==> src/rtl/wishbone_classic_arbiter_if.sv <==
// rtl/wishbone_classic_arbiter_if.sv - Bundle of controller-side and device-side Wishbone classic signals
//
// Parameters: N_CTRL controllers, AW address bits, DW data bits.
// Controller side: c_cyc_i/c_stb_i/c_we_i (N_CTRL), c_adr_i/c_dat_i/c_sel_i packed per controller,
//                  c_dat_o (broadcast), c_ack_o/c_err_o (N_CTRL).
// Device side:     d_cyc_o/d_stb_o/d_we_o/d_adr_o/d_dat_o/d_sel_o, d_dat_i/d_ack_i/d_err_i.
// Modport slave is the arbiter's view; modport master is the view of whoever drives the arbiter.
interface wishbone_classic_arbiter_if #(
    parameter int N_CTRL = 2,
    parameter int AW     = 32,
    parameter int DW     = 32
);
    logic [N_CTRL-1:0]        c_cyc_i;
    logic [N_CTRL-1:0]        c_stb_i;
    logic [N_CTRL-1:0]        c_we_i;
    logic [N_CTRL*AW-1:0]     c_adr_i;
    logic [N_CTRL*DW-1:0]     c_dat_i;
    logic [N_CTRL*DW/8-1:0]   c_sel_i;
    logic [DW-1:0]            c_dat_o;
    logic [N_CTRL-1:0]        c_ack_o;
    logic [N_CTRL-1:0]        c_err_o;

    logic                     d_cyc_o;
    logic                     d_stb_o;
    logic                     d_we_o;
    logic [AW-1:0]            d_adr_o;
    logic [DW-1:0]            d_dat_o;
    logic [DW/8-1:0]          d_sel_o;
    logic [DW-1:0]            d_dat_i;
    logic                     d_ack_i;
    logic                     d_err_i;

    modport slave (
        input  c_cyc_i, c_stb_i, c_we_i, c_adr_i, c_dat_i, c_sel_i,
        input  d_dat_i, d_ack_i, d_err_i,
        output c_dat_o, c_ack_o, c_err_o,
        output d_cyc_o, d_stb_o, d_we_o, d_adr_o, d_dat_o, d_sel_o
    );

    modport master (
        output c_cyc_i, c_stb_i, c_we_i, c_adr_i, c_dat_i, c_sel_i,
        output d_dat_i, d_ack_i, d_err_i,
        input  c_dat_o, c_ack_o, c_err_o,
        input  d_cyc_o, d_stb_o, d_we_o, d_adr_o, d_dat_o, d_sel_o
    );
endinterface

==> src/rtl/wishbone_classic_arbiter.sv <==
// rtl/wishbone_classic_arbiter.sv - Round-robin arbiter sharing one Wishbone classic device among N_CTRL controllers
//
// Ports: clk_i (rising edge), rst_ni (synchronous, active-low), bus (wishbone_classic_arbiter_if.slave).
// Parameters: N_CTRL (2..8), AW, DW (multiple of 8), TIMEOUT_CYCLES.
// Optional feature: define WB_ARB_TIMEOUT_EN to add a watchdog that errors a stalled owner
// after TIMEOUT_CYCLES unacknowledged strobe cycles; without it the arbiter waits indefinitely.
module wishbone_classic_arbiter #(
    parameter int N_CTRL         = 2,
    parameter int AW             = 32,
    parameter int DW             = 32,
    parameter int TIMEOUT_CYCLES = 16
) (
    input  logic                        clk_i,
    input  logic                        rst_ni,
    wishbone_classic_arbiter_if.slave   bus
);
    localparam int IW = $clog2(N_CTRL);
    localparam int SW = DW / 8;

    if (N_CTRL < 2 || N_CTRL > 8 || (DW % 8) != 0 || TIMEOUT_CYCLES < 1) begin : g_bad_param
        $error("wishbone_classic_arbiter: illegal parameter value");
    end

    typedef enum logic {IDLE, OWNED} state_t;

    state_t          state;
    logic [IW-1:0]   owner;
    logic [IW-1:0]   last;
    logic [IW-1:0]   pick;
    logic [IW-1:0]   cand;
    logic            found;
    logic            owned;
    logic            tmo_hit;

    logic [AW-1:0]   adr_a [N_CTRL];
    logic [DW-1:0]   dat_a [N_CTRL];
    logic [SW-1:0]   sel_a [N_CTRL];

    assign owned = (state == OWNED);

    // Round-robin search starting just after the last granted controller; the
    // final candidate is 'last' itself, so a lone requester wins again.
    always_comb begin
        pick  = last;
        cand  = '0;
        found = 1'b0;
        for (int i = 1; i <= N_CTRL; i++) begin
            cand = IW'((int'(last) + i) % N_CTRL);
            if (!found && bus.c_cyc_i[cand]) begin
                pick  = cand;
                found = 1'b1;
            end
        end
    end

`ifdef WB_ARB_TIMEOUT_EN
    localparam int TW = $clog2(TIMEOUT_CYCLES + 1);
    logic [TW-1:0] tmo_cnt;
    assign tmo_hit = owned && (tmo_cnt == TW'(TIMEOUT_CYCLES));
`else
    assign tmo_hit = 1'b0;
`endif

    always_ff @(posedge clk_i) begin
        if (!rst_ni) begin
            state <= IDLE;
            owner <= '0;
            last  <= IW'(N_CTRL - 1);
`ifdef WB_ARB_TIMEOUT_EN
            tmo_cnt <= '0;
`endif
        end else begin
            case (state)
                IDLE: begin
                    if (|bus.c_cyc_i) begin
                        state <= OWNED;
                        owner <= pick;
                    end
                end
                OWNED: begin
                    if (!bus.c_cyc_i[owner]) begin
                        state <= IDLE;
                        last  <= owner;
                    end
                end
                default: state <= IDLE;
            endcase
`ifdef WB_ARB_TIMEOUT_EN
            // The forced-low strobe on the timeout cycle makes the counter clear itself.
            if (bus.d_stb_o && !bus.d_ack_i && !bus.d_err_i)
                tmo_cnt <= tmo_cnt + 1'b1;
            else
                tmo_cnt <= '0;
`endif
        end
    end

    for (genvar k = 0; k < N_CTRL; k++) begin : g_ctrl
        assign adr_a[k] = bus.c_adr_i[k*AW +: AW];
        assign dat_a[k] = bus.c_dat_i[k*DW +: DW];
        assign sel_a[k] = bus.c_sel_i[k*SW +: SW];
        assign bus.c_ack_o[k] = owned && (owner == IW'(k)) && bus.d_ack_i;
        assign bus.c_err_o[k] = owned && (owner == IW'(k)) && (bus.d_err_i || tmo_hit);
    end

    assign bus.d_cyc_o = owned && bus.c_cyc_i[owner];
    assign bus.d_stb_o = owned && bus.c_stb_i[owner] && !tmo_hit;
    assign bus.d_we_o  = owned && bus.c_we_i[owner];
    assign bus.d_adr_o = owned ? adr_a[owner] : '0;
    assign bus.d_dat_o = owned ? dat_a[owner] : '0;
    assign bus.d_sel_o = owned ? sel_a[owner] : '0;
    assign bus.c_dat_o = bus.d_dat_i;

endmodule

==> src/flat_wrapper.sv <==
// flat-port wrapper written by rule: the top's interface ports become plain ports
module wishbone_classic_arbiter_flat 
#(
    parameter int N_CTRL         = 2,
    parameter int AW             = 32,
    parameter int DW             = 32,
    parameter int TIMEOUT_CYCLES = 16
)
  (clk_i, rst_ni, bus_c_cyc_i, bus_c_stb_i, bus_c_we_i, bus_c_adr_i, bus_c_dat_i, bus_c_sel_i, bus_d_dat_i, bus_d_ack_i, bus_d_err_i, bus_c_dat_o, bus_c_ack_o, bus_c_err_o, bus_d_cyc_o, bus_d_stb_o, bus_d_we_o, bus_d_adr_o, bus_d_dat_o, bus_d_sel_o);
  wishbone_classic_arbiter_if #(.N_CTRL(N_CTRL), .AW(AW), .DW(DW)) bus_i ();
  input  logic clk_i;
  input  logic rst_ni;
  input wire logic [$bits(bus_i.c_cyc_i)-1:0] bus_c_cyc_i;
  input wire logic [$bits(bus_i.c_stb_i)-1:0] bus_c_stb_i;
  input wire logic [$bits(bus_i.c_we_i)-1:0] bus_c_we_i;
  input wire logic [$bits(bus_i.c_adr_i)-1:0] bus_c_adr_i;
  input wire logic [$bits(bus_i.c_dat_i)-1:0] bus_c_dat_i;
  input wire logic [$bits(bus_i.c_sel_i)-1:0] bus_c_sel_i;
  input wire logic [$bits(bus_i.d_dat_i)-1:0] bus_d_dat_i;
  input wire logic [$bits(bus_i.d_ack_i)-1:0] bus_d_ack_i;
  input wire logic [$bits(bus_i.d_err_i)-1:0] bus_d_err_i;
  output wire logic [$bits(bus_i.c_dat_o)-1:0] bus_c_dat_o;
  output wire logic [$bits(bus_i.c_ack_o)-1:0] bus_c_ack_o;
  output wire logic [$bits(bus_i.c_err_o)-1:0] bus_c_err_o;
  output wire logic [$bits(bus_i.d_cyc_o)-1:0] bus_d_cyc_o;
  output wire logic [$bits(bus_i.d_stb_o)-1:0] bus_d_stb_o;
  output wire logic [$bits(bus_i.d_we_o)-1:0] bus_d_we_o;
  output wire logic [$bits(bus_i.d_adr_o)-1:0] bus_d_adr_o;
  output wire logic [$bits(bus_i.d_dat_o)-1:0] bus_d_dat_o;
  output wire logic [$bits(bus_i.d_sel_o)-1:0] bus_d_sel_o;
  assign bus_i.c_cyc_i = bus_c_cyc_i;
  assign bus_i.c_stb_i = bus_c_stb_i;
  assign bus_i.c_we_i = bus_c_we_i;
  assign bus_i.c_adr_i = bus_c_adr_i;
  assign bus_i.c_dat_i = bus_c_dat_i;
  assign bus_i.c_sel_i = bus_c_sel_i;
  assign bus_i.d_dat_i = bus_d_dat_i;
  assign bus_i.d_ack_i = bus_d_ack_i;
  assign bus_i.d_err_i = bus_d_err_i;
  assign bus_c_dat_o = bus_i.c_dat_o;
  assign bus_c_ack_o = bus_i.c_ack_o;
  assign bus_c_err_o = bus_i.c_err_o;
  assign bus_d_cyc_o = bus_i.d_cyc_o;
  assign bus_d_stb_o = bus_i.d_stb_o;
  assign bus_d_we_o = bus_i.d_we_o;
  assign bus_d_adr_o = bus_i.d_adr_o;
  assign bus_d_dat_o = bus_i.d_dat_o;
  assign bus_d_sel_o = bus_i.d_sel_o;
  wishbone_classic_arbiter #(.N_CTRL(N_CTRL), .AW(AW), .DW(DW), .TIMEOUT_CYCLES(TIMEOUT_CYCLES)) u_core (.clk_i(clk_i), .rst_ni(rst_ni), .bus(bus_i));
endmodule
==> config.mk <==
export PLATFORM = sky130hd
export DESIGN_NAME = wishbone_classic_arbiter_flat
export DESIGN_NICKNAME = d
export VERILOG_FILES = /design/src/rtl/wishbone_classic_arbiter_if.sv /design/src/rtl/wishbone_classic_arbiter.sv /design/src/flat_wrapper.sv
export SDC_FILE = /design/constraint.sdc
export NUM_CORES = 1
export LEC_CHECK = 0
export CAP_MARGIN = 30
export CORE_AREA = 2 2 109 111
export CTS_CLUSTER_DIAMETER = 150
export CTS_CLUSTER_SIZE = 10
export DETAILED_ROUTE_END_ITERATION = 6
export DIE_AREA = 0 0 111 113
export GPL_ROUTABILITY_DRIVEN = 0
export PLACE_DENSITY = 0.58
export SKIP_LAST_GASP = 1
export SYNTH_ARGS = -nofsm -noshare
export SYNTH_HDL_FRONTEND = slang
export SYNTH_SLANG_ARGS = --single-unit
==> constraint.sdc <==
create_clock -name clk_i -period 1.05 [get_ports clk_i]
set_input_delay 0.1575 -clock clk_i [delete_from_list [all_inputs] [get_ports clk_i]]
set_output_delay 0.1575 -clock clk_i [all_outputs]
set_load 0.02 [all_outputs]
==> parameters.txt, run 1 <==
Parameter                              Value

Pwr
  Lkg Pwr    1.80 nW
  Peak VDD IR    0.832 mV
  Cell area power density    658 mW/mm^2
  Power after layout    0.00308 W

Timing
  Transition time at the pin with the least slew margin    0.236 ns
  Max-slew headroom    0.841
  Shortest clock period the worst path allows after layout    1.62 ns
  Hold Vio Cnt, Final    0
  Unrepaired setup endpoints after global routing    true
  Final-report setup violation count    78
  Number of max-slew violations in the final report    0
  Upper clock frequency limit    618 MHz
  Ratio of final minimum period to clock period    1.54
  Smallest setup slack after layout    -0.569 ns
  Clock Skews    0.00296 ns

Synth
  Total standard cell area after synthesis    0.00150 mm^2
  Share of synthesized cell area in full adder, half adder and majority cells    0
  Synth Warn #    0
  Cell types with the highest counts after synthesis    sky130_fd_sc_hd__mux2i_1, sky130_fd_sc_hd__nor2_1, sky130_fd_sc_hd__buf_4
  Share of synthesized registers carrying an async set or reset    0
  Share of the synthesized area in the top cell type    0.475
  Compound-Gate Fraction of Synth Area    0.0242
  Combinational family with the most area after synthesis    multiplexers
  Synthesized-area fraction occupied by xor and xnor cells    0
  Number of flip-flops and latches in the synthesized netlist    3
  Share of synthesized area spent on multiplexers    0.475
  Proportion of synthesized chip area in sequential cells    0.0401
  Synth Area per Inst    7.13 um^2
  Top FF cell, synth    sky130_fd_sc_hd__dfxtp_1
  Largest cells by area after synthesis    sky130_fd_sc_hd__mux2i_1, sky130_fd_sc_hd__buf_4, sky130_fd_sc_hd__nor2_1
  Simple-Gate Fraction of Synth Area    0.207
  Distinct cell type count of the synthesized netlist    17
  Leading area contributor after synthesis    sky130_fd_sc_hd__mux2i_1
  Number of synthesized flops with an enable pin    0
  Number of instances in the synthesized netlist    210
  Synthesized Nets    388

Routing
  Via count    2306
  Wire length after detailed routing    8920 um
  Number of DRC violations after detailed routing    0
  Initial detailed-routing violation count    63
  Post-DR vias/cell    4.02
  Residual antenna-violating net count after detailed routing    0
  Pre-Repair DR Iteration Count    4
  Avg WL per Cell    15.5 um

Critical path
  Crit. End Element    output pin
  Worst setup path startpoint    u_core.owner$_SDFFE_PN0P_
  Maximum fanout along the worst path    4
  Startpoint Class    flip-flop
  Critical Setup Path Class    reg -> out
  Critical Path AT    1.46 ns
  Worst R2R Start    u_core.owner$_SDFFE_PN0P_
  Req. time, crit path    0.89 ns

Min path
  Class of the worst hold path    in -> out
  Start point of the worst hold path    bus_d_dat_i[12]

GRT
  Largest net degree at the start of global routing    24
  Total congestion overflow after global routing    0
  Total Routing Usage GR    0.119
  Number of antenna violations at the first check in global routing    0
  Wire length of the first global-routing pass    12000 um
  Number of global-route vias before repair    2303

Clock tree
  Reg clk slew, reported paths    0.03 ns
  Clk Tree Root Cell    sky130_fd_sc_hd__clkbuf_16
  Buffers from clock root to sink, at most    2
  TritonCTS buffer count    3
  Clk Latency, worst-skew pair    0.22 ns
  Number of hold buffers added after cts    0
  Clock sink count    3
  Clock tree from TritonCTS    built
  H-tree depth reported by CTS    1

Finish
  Area of all placed cells without fillers    0.00468 mm^2
  Antenna diode count    0
  Fin nets    610
  FILL cells    1081
  Area delta synth->final    212%
  Layout cell share with drive strength beyond 1    0.578
  Final design utilization    0.415

Floorplan
  DIE HEIGHT    113 um
  Ports    285
  # rows    39
  Initial cell density of the core    0.133
  Horizontal die dimension    111 um
  Area of the placeable core    0.0113 mm^2
  Area of the die    0.0125 mm^2

Status
  Result of the run    complete, but fails checks
  Violations in the final reports    negative setup slack

Placement
  HPWL after DPL    6540 um
  Minimum setup slack after placement    -0.614 ns
  Placed cell area    0.00388 mm^2
  Port Buffer Count    220

Flow run
  Total of max-cap violations    0
## per-layer routing
| layer | vias up | part of all wire | GRT usage |
|---|---|---|---|
| met3 | 32 | 0.078 | 0.0412 |
| met1 | 1041 | 0.35 | 0.116 |
| li1 | 1115 | - | - |
| met5 | - | 0 | 0 |
| met4 | 0 | 0.026 | 0.0358 |
| met2 | 118 | 0.55 | 0.236 |
## power by group
group | internal [W] | switching [W]
Sequential | 0.000124 | 0.0000111
Clock | 0.000500 | 0.0000965
Combinational | 0.00138 | 0.000965
## flip-flops by register name, summed over array words and instances (netlist names)
signal,flops
u_core.last,1
u_core.owner,1
u_core.owned,1
## cell families (layout without fill, tap and decap cells)
logic type      Yosys count  in the layout
simple gates             79             79
mux                      71             71
buf+inv                  51            272
compound gates            6              6
flops                     3              3
## through the flow
step           hold slack (ns)  TNS (ns)  std cells
6_report                 0.315    -34.67        574
5_1_grt                  0.315    -38.17        574
4_1_cts                  0.315    -38.35        552
3_5_place_dp             0.315    -40.63        539
3_3_place_gp             0.315    -39.81        539
2_1_floorplan            0.238     -8.61        210
## repair_timing
| item | 4_1_cts | 5_1_grt |
|---|---|---|
| setup endpoints to repair | 77 | 78 |
| gates cloned | 2 | 5 |
| buffers inserted | 7 | 19 |
| resized for setup | 192 | 241 |
| pin swaps | 2 | 5 |
## path summary, 6_finish.rpt
check / cells past startpoint / to / slack, ns
max: 7 / bus_d_adr_o[19] / -0.57
min: 0 / bus_c_dat_o[12] / 0.32
max reg2reg: 7 / u_core.owned$_SDFF_PN0_ / -0.34
min reg2reg: 2 / u_core.last$_SDFFE_PN1P_ / 0.54
## cell usage in the layout (no fill, tap or decap), types with 2 or more instances in the layout
cell type                         netlist  routed
sky130_fd_sc_hd__clkbuf_16              0       7
sky130_fd_sc_hd__nand2_1                3       2
sky130_fd_sc_hd__mux2i_4                0      21
sky130_fd_sc_hd__nor2_1                71       6
sky130_fd_sc_hd__buf_16                 0       3
sky130_fd_sc_hd__buf_6                  1      36
sky130_fd_sc_hd__clkbuf_2               0      23
sky130_fd_sc_hd__clkdlybuf4s50_1        0     145
sky130_fd_sc_hd__nor3b_2                0       2
sky130_fd_sc_hd__mux2i_1               71      21
sky130_fd_sc_hd__buf_8                  0       2
sky130_fd_sc_hd__and3_4                 0       2
sky130_fd_sc_hd__buf_2                  8      12
sky130_fd_sc_hd__buf_4                 37      28
sky130_fd_sc_hd__buf_12                 2      13
sky130_fd_sc_hd__o21ai_1                0       2
sky130_fd_sc_hd__nor2_2                 0      64
sky130_fd_sc_hd__mux2i_2                0      29
## worst max-delay path: stages (launching register included)
cell	delay [ns]
sky130_fd_sc_hd__dfxtp_4	0.36
sky130_fd_sc_hd__buf_12	0.13
sky130_fd_sc_hd__buf_12	0.13
sky130_fd_sc_hd__buf_16	0.13
sky130_fd_sc_hd__buf_12	0.12
sky130_fd_sc_hd__mux2i_1	0.18
sky130_fd_sc_hd__nor2_2	0.05
sky130_fd_sc_hd__buf_6	0.13
## area by class of cell
class,instances,area (um^2),area share
Clock buffer,4,78.8,0.0169
Inverter,2,10.0,0.00214
Multi-Input combinational cell,156,1630,0.348
Sequential cell,3,65.1,0.0139
Tap cell,143,179,0.0383
Timing Repair Buffer,266,2720,0.581
(Power assumes the default switching activity.)
==> inputs of run 2 (changes only) <==
Settings changed: ABC_AREA set to 1, CORE_AREA 2 2 109 111 to 2 2 110 112, DIE_AREA 0 0 111 113 to 0 0 112 114, PLACE_DENSITY 0.58 to 0.59.
==> run 2 against run 1 <==
The flow still finishes with violations (negative setup slack); maximum frequency up 8.2%; routed wire length increased by 17%; non-clock buffer count up 5; total power up 9.7%; sequential power about the same; cell count increased by 16%; sequential share of layout area shrank 0.17 points; clock-buffer cell count did not move; critical endpoint is now bus_d_dat_o[28].
==> parameters.txt, run 2 <==
Parameter                              Value

Placement
  Port Buffer Count    220
  Minimum setup slack after placement    -0.697 ns
  Cell total after placement    626
  HPWL after DPL    6800 um

Critical path
  Sum of buffers and inverters on the critical path    4
  Cell class contributing the biggest share of worst-path delay    buffers and inverters
  Terminus of the critical flop-to-flop path    u_core.last$_SDFFE_PN1P_
  Critical Path AT    1.34 ns
  Crit. End Element    output pin
  Maximum fanout along the worst path    6
  Delay of the slowest cell on the worst path    0.40 ns
  Crit. path cell count    6
  Req. time, crit path    0.89 ns
  Cells traversed along the worst timing path    buf_6 > buf_12 > clkbuf_16 > nand2_1 > a21oi_4 > buf_6
  Worst R2R Start    u_core.owner$_SDFFE_PN0P_
  Slowest CP cell    sky130_fd_sc_hd__dfxtp_4
  Startpoint Class    flip-flop
  Cell count of the worst reg-to-reg path    8
  Register-to-register setup slack    -0.19 ns
  Critical Setup Path Class    reg -> out
  Cell mode on critical path    sky130_fd_sc_hd__buf_6

GRT
  Wire length of the first global-routing pass    15100 um
  Number of antenna violations at the first check in global routing    0
  Largest net degree at the start of global routing    23
  Total congestion overflow after global routing    0
  Number of global-route vias before repair    2982
  Total Routing Usage GR    0.145

Pwr
  Peak VDD IR    0.371 mV
  Lkg Pwr    2.10 nW
  Cell area power density    635 mW/mm^2

Timing
  Ratio of final minimum period to clock period    1.42
  Smallest setup slack after layout    -0.445 ns
  Clock Skews    0.00240 ns
  Transition time at the pin with the least slew margin    0.249 ns
  Unrepaired setup endpoints after global routing    true
  Final-report setup violation count    77
  Number of max-slew violations in the final report    0
  Upper clock frequency limit    669 MHz
  Hold Vio Cnt, Final    0
  Shortest clock period the worst path allows after layout    1.50 ns
  Max-slew headroom    0.834

Floorplan
  Horizontal die dimension    112 um
  DIE HEIGHT    114 um
  Area of the placeable core    0.0117 mm^2
  # rows    40
  Area of the die    0.0128 mm^2
  Ports    285
  Initial cell density of the core    0.145

Flow run
  Total of max-cap violations    0

Synth
  Total standard cell area after synthesis    0.00170 mm^2
  Synthesized Nets    475
  Number of flip-flops and latches in the synthesized netlist    3
  Most common cell in the netlist    sky130_fd_sc_hd__nand2_1
  Leading area contributor after synthesis    sky130_fd_sc_hd__nand2_1
  Top FF cell, synth    sky130_fd_sc_hd__dfxtp_1
  Number of synthesized flops with an enable pin    0
  Cell types with the highest counts after synthesis    sky130_fd_sc_hd__nand2_1, sky130_fd_sc_hd__a21oi_2, sky130_fd_sc_hd__buf_4
  Synth Warn #    0
  Number of instances in the synthesized netlist    297
  Distinct cell type count of the synthesized netlist    12
  Largest cells by area after synthesis    sky130_fd_sc_hd__nand2_1, sky130_fd_sc_hd__a21oi_2, sky130_fd_sc_hd__buf_4
  Share of synthesized registers carrying an async set or reset    0
  Proportion of synthesized chip area in sequential cells    0.0354
  Synth Area per Inst    5.71 um^2
  Share of the synthesized area in the top cell type    0.332

Min path
  Start point of the worst hold path    bus_d_dat_i[15]
  Hold Crit Endpoint    bus_c_dat_o[15]
  Class of the worst hold path    in -> out
  Worst Hold Depth    0

Routing
  Avg WL per Cell    15.8 um
  Met1 Routed Length    3960 um
  Initial detailed-routing violation count    85
  Routed wire length on met3    825 um
  Residual antenna-violating net count after detailed routing    0
  Pre-Repair DR Iteration Count    4
  Top sig layer    met4
  Via count    2827
  Met2 wire length    5600 um
  Post-DR vias/cell    4.26
  Number of DRC violations after detailed routing    0
  Wire length after detailed routing    10500 um

Clock tree
  Reg clk slew, reported paths    0.03 ns
  H-tree depth reported by CTS    1
  Buffers from clock root to sink, at most    2
  Clk Latency, worst-skew pair    0.23 ns
  TritonCTS buffer count    3
  Number of hold buffers added after cts    0
  Clock sink count    3
  Clock tree from TritonCTS    built
  Clk Tree Root Cell    sky130_fd_sc_hd__clkbuf_16

Finish
  Layout cell share with drive strength beyond 1    0.513
  Final design utilization    0.454
  FILL cells    1148
  Antenna diode count    0
  Area delta synth->final    214%
  Most common library cell in the layout ignoring fill and taps    sky130_fd_sc_hd__clkdlybuf4s50_1
  Fin nets    696
  Commonest non-fill, non-tap cells in the layout    sky130_fd_sc_hd__clkdlybuf4s50_1, sky130_fd_sc_hd__nand2_1, sky130_fd_sc_hd__a21oi_4
  Number of standard cells in the final layout excluding fillers    664

Status
  Result of the run    complete, but fails checks
  Violations in the final reports    negative setup slack
-- run 2: cell count changes in the layout (fill, tap and decap cells not counted), sizes merged --
cell,change
nand2,+147
nor3b,-2
inv,+4
clkbuf,-22
buf,+27
mux2i,-71
o21ai,-3
nand3,+3
o2111ai,-1
a21oi,+71
and3,-2
a21boi,-1
nor2,-64
-- run 2: final cells by class --
cell class | instances | area [um^2] | share of cell area
multi-input cells | 233 | 2000 | 0.376
repair buffers | 271 | 2950 | 0.556
well taps | 147 | 184 | 0.0346
inverters | 6 | 35.0 | 0.00659
clock buffers | 4 | 78.8 | 0.0148
flip-flops and latches | 3 | 65.1 | 0.0122
-- run 2: worst max path at each step --
| stage | startpoint | endpoint | slack (ns) |
|---|---|---|---|
| after floorplan | u_core.owner$_SDFFE_PN0P_ | bus_c_ack_o[1] | -0.08 |
| after global placement | u_core.owner$_SDFFE_PN0P_ | bus_d_adr_o[18] | -0.68 |
| after detailed placement | u_core.owner$_SDFFE_PN0P_ | bus_d_adr_o[24] | -0.70 |
| after CTS | u_core.owner$_SDFFE_PN0P_ | bus_d_adr_o[23] | -0.56 |
| after global routing | u_core.owner$_SDFFE_PN0P_ | bus_d_dat_o[28] | -0.49 |
| final | u_core.owner$_SDFFE_PN0P_ | bus_d_dat_o[28] | -0.45 |
-- run 2: where the power goes --
part	leakage [nW]	total (W)	switching, W	internal, W
clock network	0.0382	0.000611	0.000110	0.000502
logic	2.03	0.00263	0.00122	0.00141
registers	0.0258	0.000137	0.0000131	0.000124
-- run 2: what timing repair did --
action                     in CTS  in global routing
resized for setup             414                116
setup endpoints to repair      77                 77
setup buffers                  21                  5
pin swaps                       4                  9
gates cloned                    7                  5
-- run 2: layer usage --
layer	up-vias	track usage
met5	-	0
met4	0	0.0293
met3	10	0.0287
met2	137	0.276
met1	1324	0.169
li1	1356	-
-- run 2: per-stage QoR --
stage	TNS [ns]	cell area [um^2]	total power, W	hold WS [ns]
global placement	-47.85	4450	0.00229	0.315
detailed placement	-49.14	4450	0.00232	0.315
floorplan	-0.191	2260	0.00142	0.242
finish	-30.14	5320	0.00338	0.315
CTS	-33.43	4970	0.00321	0.315
global route	-33.53	5320	0.00355	0.315
-- run 2: logic make-up after synthesis --
kind of cell	Yosys count	share of synthesized area
compound gates	72	0.345
buf+inv	61	0.260
flops	3	0.0354
simple gates	161	0.359
==> inputs of run 3 (changes only) <==
Settings changed: CAP_MARGIN 30 to unset, CTS_CLUSTER_DIAMETER 150 to 60.
==> results of run 3 <==
No change in the layout: final DEF, timing and power equal those of run 2.
